==> src/rtl/fp_result_buffer.sv <==
// Elastic result buffer for a fixed-latency, non-stallable FP conversion unit.
// Issues "go" only when a result slot is guaranteed, then captures done/result pairs into a tagged FIFO.
module fp_result_buffer #(
  parameter int unsigned DEPTH   = 8,
  parameter int unsigned TAG_W   = 4,
  parameter int unsigned DATA_W  = 32,
  parameter int unsigned LATENCY = 6
) (
  input  logic              clock,
  input  logic              reset,
  input  logic              req_valid,
  output logic              req_ready,
  input  logic [TAG_W-1:0]  req_tag,
  output logic              unit_go,
  input  logic              unit_done,
  input  logic [DATA_W-1:0] unit_result,
  output logic              resp_valid,
  input  logic              resp_ready,
  output logic [DATA_W-1:0] resp_data,
  output logic [TAG_W-1:0]  resp_tag,
  output logic              err
);

  localparam int unsigned PW = $clog2(DEPTH);
  localparam int unsigned CW = PW + 1;
  localparam int unsigned DW = (LATENCY > 1) ? $clog2(LATENCY) : 1;
  localparam logic [DW-1:0] DRAIN_LOAD = DW'(LATENCY - 1);
  localparam logic [CW:0]   OCC_LIMIT  = (CW+1)'(DEPTH);

  localparam logic [0:0] ST_DRAIN = 1'b0;
  localparam logic [0:0] ST_RUN   = 1'b1;

  logic [0:0]    state_q, state_d;
  logic [DW-1:0] dcnt_q, dcnt_d;

  // Pending-tag queue: one entry per operation inside the unit.
  logic [TAG_W-1:0] tag_mem [DEPTH];
  logic [PW-1:0]    tw_q, tw_d, tr_q, tr_d;
  logic [CW-1:0]    inflight_q, inflight_d;

  // Result FIFO.
  logic [DATA_W-1:0] res_data_mem [DEPTH];
  logic [TAG_W-1:0]  res_tag_mem  [DEPTH];
  logic [PW-1:0]     rw_q, rw_d, rr_q, rr_d;
  logic [CW-1:0]     fcnt_q, fcnt_d;

  logic err_q, err_d;

  logic        draining;
  logic [CW:0] occupancy;
  logic        fire;
  logic        done_ok;
  logic        retire;
  logic        stray;
  logic        pop;

  always_comb begin
    draining  = (state_q == ST_DRAIN) && (dcnt_q != '0);
    occupancy = {1'b0, fcnt_q} + {1'b0, inflight_q};
    // Gated by reset so no "go" escapes in the reset cycle; its done would land after the drain window.
    req_ready = ~reset & ~draining & (occupancy < OCC_LIMIT);
    fire      = req_valid & req_ready;
    unit_go   = fire;
    done_ok   = unit_done & ~draining;
    retire    = done_ok & (inflight_q != '0);
    stray     = done_ok & (inflight_q == '0);
    resp_valid = (fcnt_q != '0);
    pop        = resp_valid & resp_ready;
    resp_data  = resp_valid ? res_data_mem[rr_q] : '0;
    resp_tag   = resp_valid ? res_tag_mem[rr_q]  : '0;
    err        = err_q;
  end

  always_comb begin
    state_d = state_q;
    dcnt_d  = dcnt_q;
    if (state_q == ST_DRAIN) begin
      if (dcnt_q == '0) begin
        state_d = ST_RUN;
      end else begin
        dcnt_d = dcnt_q - DW'(1);
      end
    end
  end

  always_comb begin
    tw_d       = fire   ? tw_q + PW'(1) : tw_q;
    tr_d       = retire ? tr_q + PW'(1) : tr_q;
    rw_d       = retire ? rw_q + PW'(1) : rw_q;
    rr_d       = pop    ? rr_q + PW'(1) : rr_q;
    inflight_d = inflight_q;
    case ({fire, retire})
      2'b10:   inflight_d = inflight_q + CW'(1);
      2'b01:   inflight_d = inflight_q - CW'(1);
      default: inflight_d = inflight_q;
    endcase
    fcnt_d = fcnt_q;
    case ({retire, pop})
      2'b10:   fcnt_d = fcnt_q + CW'(1);
      2'b01:   fcnt_d = fcnt_q - CW'(1);
      default: fcnt_d = fcnt_q;
    endcase
    err_d = err_q | stray;
  end

  always_ff @(posedge clock) begin
    if (reset) begin
      state_q    <= ST_DRAIN;
      dcnt_q     <= DRAIN_LOAD;
      tw_q       <= '0;
      tr_q       <= '0;
      rw_q       <= '0;
      rr_q       <= '0;
      inflight_q <= '0;
      fcnt_q     <= '0;
      err_q      <= 1'b0;
    end else begin
      state_q    <= state_d;
      dcnt_q     <= dcnt_d;
      tw_q       <= tw_d;
      tr_q       <= tr_d;
      rw_q       <= rw_d;
      rr_q       <= rr_d;
      inflight_q <= inflight_d;
      fcnt_q     <= fcnt_d;
      err_q      <= err_d;
    end
  end

  // Storage arrays need no reset: occupancy counters qualify every read.
  always_ff @(posedge clock) begin
    if (fire) begin
      tag_mem[tw_q] <= req_tag;
    end
    if (retire) begin
      res_data_mem[rw_q] <= unit_result;
      res_tag_mem[rw_q]  <= tag_mem[tr_q];
    end
  end

endmodule

==> config.mk <==
export PLATFORM = sky130hd
export DESIGN_NAME = fp_result_buffer
export DESIGN_NICKNAME = d
export VERILOG_FILES = /design/src/rtl/fp_result_buffer.sv
export SDC_FILE = /design/constraint.sdc
export NUM_CORES = 1
export LEC_CHECK = 0
export BUFFER_PORTS_ARGS = -buffer_cell sky130_fd_sc_hd__buf_4
export CORE_ASPECT_RATIO = 1.1
export CORE_MARGIN = 2
export CORE_UTILIZATION = 28
export DETAILED_ROUTE_END_ITERATION = 16
export PLACE_DENSITY_LB_ADDON = 0.1
export SYNTH_ARGS = -nofsm -noshare
export SYNTH_HDL_FRONTEND = slang
export SYNTH_SLANG_ARGS = --single-unit
==> constraint.sdc <==
create_clock -name clock -period 6.2 [get_ports clock]
set_clock_uncertainty 0.05 [all_clocks]
set_input_delay 0.93 -clock clock [delete_from_list [all_inputs] [get_ports clock]]
set_output_delay 0.93 -clock clock [all_outputs]
set_load 0.02 [all_outputs]
==> impl_metrics.json <==
{
  "yosys.area.top_type_share_pct": 70.32,
  "hold_viol": 0,
  "crit_arrival_ns": 3.09,
  "core_um2": 48030,
  "ant_nets": 0,
  "synth_cell_types": 49,
  "yosys_warnings": 0,
  "maxCapViolations": 0,
  "cts_setup_buffers": 0,
  "seq_area_frac_synth_pct": 74.86,
  "postCtsResizedCells": 0,
  "cts_hold_buf": 0,
  "r2r_end": "res_data_mem[6][24]",
  "cp-endpoint": "resp_tag[2]",
  "n_antenna_cell": 0,
  "synth_top_cell_by_area": "edfxtp_1",
  "clk_pin_slew_ns": 0.05,
  "synth_cells": 677,
  "critical_path.endpoint_type": "primary output",
  "grt_setup_unrepaired": "false",
  "synth-seq-cells": 351,
  "dieArea_um2": 50590,
  "p_seq_share_pct": 52.7,
  "drv_slew": 0,
  "grt_max_degree": 73,
  "holdWs_ns": 0.4240,
  "drtIter0Drc": 284,
  "slowest_stage": "dfxtp_4",
  "grt_pass1_wl_um": 45600,
  "rrSetupSlack_ns": 2.97,
  "numCtsBuffers": 40,
  "critPathMaxStageDelay_ns": 0.80,
  "placement.io_buffers": 80,
  "finalSetupViolations": 0,
  "critPathRequiredTime_ns": 5.22,
  "worst-r2r-cell-count": 9,
  "tns_ns": 0,
  "layout_common_cells": "edfxtp_1 (320), buf_4 (95), mux4_2 (80), nor2_1 (65)",
  "via_per_inst": 4.461,
  "p_clk_share_pct": 44.2,
  "r2r-start": "dcnt_q[0]",
  "die_x_um": 214.6,
  "synth_edf_count": 320,
  "max_freq_mhz": 245.9,
  "period_needed_ns": 4.067,
  "synth_area_per_cell_um2": 20.19,
  "p_per_area_nw_per_um2": 303.8,
  "cts_max_path_buffers": 3,
  "clock_latency_ns": 0.54,
  "p_leak_nw": 5.145,
  "synth-async-reset-ratio_pct": 0,
  "start_util_pct": 28.45,
  "io_pins": 81,
  "nets": 840,
  "cts_tree": "done",
  "swShare_pct": 20.44,
  "net-switching-power_mw": 1.012,
  "status": "complete, no violations",
  "irDropWorstVdd_uv": 211.3,
  "synth-compound-area-share_pct": 0.9888,
  "period_share_pct": 65.60,
  "vias": 6504,
  "syn_area_um2": 13670,
  "worstMarginPinSlew_ns": 1.149,
  "synthTopCellsByArea": "edfxtp_1 (70%), mux4_2 (13%), dfxtp_1 (4.5%)",
  "rows": 84,
  "die_h_um": 235.7,
  "critPathLaunchType": "flop",
  "antenna_found_initial": 0,
  "drive_gt1_share_pct": 31.37,
  "min_path_type": "flop to flop",
  "firstDrtPassIters": 6,
  "power.share.combinational_pct": 3.1,
  "root_buffer": "clkbuf_16",
  "synth.area.mux_share_pct": 16.44,
  "wire_per_inst_um": 20.81,
  "grt_use_total_pct": 12.14,
  "intPower_mw": 3.940,
  "worst_slack_ns": 2.133,
  "cts_sinks": 351,
  "synth_fa_ha_area_share_pct": 1.520,
  "grt-ovfl-total": 0,
  "cp_max_fo": 30,
  "gp_congestion": 0.6853,
  "drt-total-wl_um": 30340,
  "relSlewSlack_pct": 23.43,
  "syn-num-nets": 734,
  "path_common_cell": "buf_4",
  "grt_pass1_vias": 7115,
  "path_cells": "buf_4 -> mux4_2 -> mux2i_1 -> nor2_1 -> buf_4",
  "crit_type": "flop to primary output",
  "synth_top_family_by_area": "multiplexers",
  "synth_xor_area_share_pct": 0.8881,
  "dp_slack_ns": 2.602,
  "yosys.area_share.simple_pct": 3.855,
  "dp_hpwl_um": 17100,
  "cts_htree_levels": 2,
  "area_growth_syn_to_layout_pct": 19.27,
  "final_common_cell": "edfxtp_1",
  "drc": 0,
  "ys_dominant_reg_cell": "edfxtp_1"
}
state kept, by name, indices dropped and copies added, names as in the netlist, named ones only:
signal        count
state_q           1
tw_q              3
tag_mem          32
res_tag_mem      32
rr_q              3
dcnt_q            3
fcnt_q            4
rw_q              3
err               1
res_data_mem    256
tr_q              3
inflight_q        4
metrics by stage:
stage | cells | util, % | power [mW] | area (um^2)
after floorplan | 677 | - | 2.740 | 13670
after global placement | 1386 | 31.41 | 2.800 | 15090
after detailed placement | 1386 | 31.41 | 2.815 | 15090
after CTS | 1458 | 33.94 | 5.036 | 16300
after global routing | 1458 | 33.94 | 5.143 | 16300
final | 1458 | 33.94 | 4.952 | 16300
layout make-up:
type / count / area [um^2]
inverters: 11 / 41.29
flip-flops and latches: 351 / 10240
fillers: 4590 / 31730
well taps: 645 / 807.0
clock inverters: 19 / 162.7
repair buffers: 95 / 713.2
clock buffers: 53 / 1050
multi-input cells: 284 / 3287
logic make-up after synthesis:
group,after synthesis
AO/OA/AOI/OAI,20
XOR/XNOR,13
adder cells (fa/ha/maj),16
buffers and inverters,42
flip-flops,351
multiplexers,124
AND/OR/NAND/NOR,111
how the worst min path moves through the flow:
| stage | startpoint | cells past startpoint | slack, ns | end |
|---|---|---|---|---|
| floorplan | dcnt_q[2] | 1 | 0.39 | dcnt_q[2] |
| global placement | dcnt_q[2] | 1 | 0.39 | dcnt_q[2] |
| detailed placement | err | 2 | 0.42 | err |
| CTS | err | 2 | 0.43 | err |
| global route | tr_q[1] | 2 | 0.47 | flop |
| finish | err | 2 | 0.42 | err |
worst max-delay path, delay by kind of cell, from the launching register on:
kind          cells  cell delay (ns)
mux               2             0.76
flops             1             0.80
simple gates      1             0.13
buf+inv           2             0.79
cells in the mapped netlist (all sizes together), types with 2 or more instances:
cell type	number
a211o	2
a211oi	2
a21oi	9
buf	16
clkbuf	12
dfxtp	31
dlygate4sd1	3
edfxtp	320
ha	15
inv	10
mux2	4
mux2i	40
mux4	80
nand2	10
nand2b	6
nand3	5
nand4	2
nor2	68
nor3	6
nor4	2
o21ai	3
or3	2
or4	2
xnor2	5
xor2	8
power groups by stage:
stage | clock network, mW | logic [mW] | registers, mW
finish | 2.19 | 0.154 | 2.61
floorplan | 0 | 0.0831 | 2.66
CTS | 2.27 | 0.157 | 2.61
detailed placement | 0 | 0.157 | 2.66
global placement | 0 | 0.144 | 2.66
global route | 2.36 | 0.172 | 2.61
metal layers:
layer	track usage (%)	wire [um]
met1	15.38	13210
met2	20.75	15170
met3	2.339	1266
met4	4.356	697
met5	0	0
No activity file was read; power rests on OpenSTA's default activity.
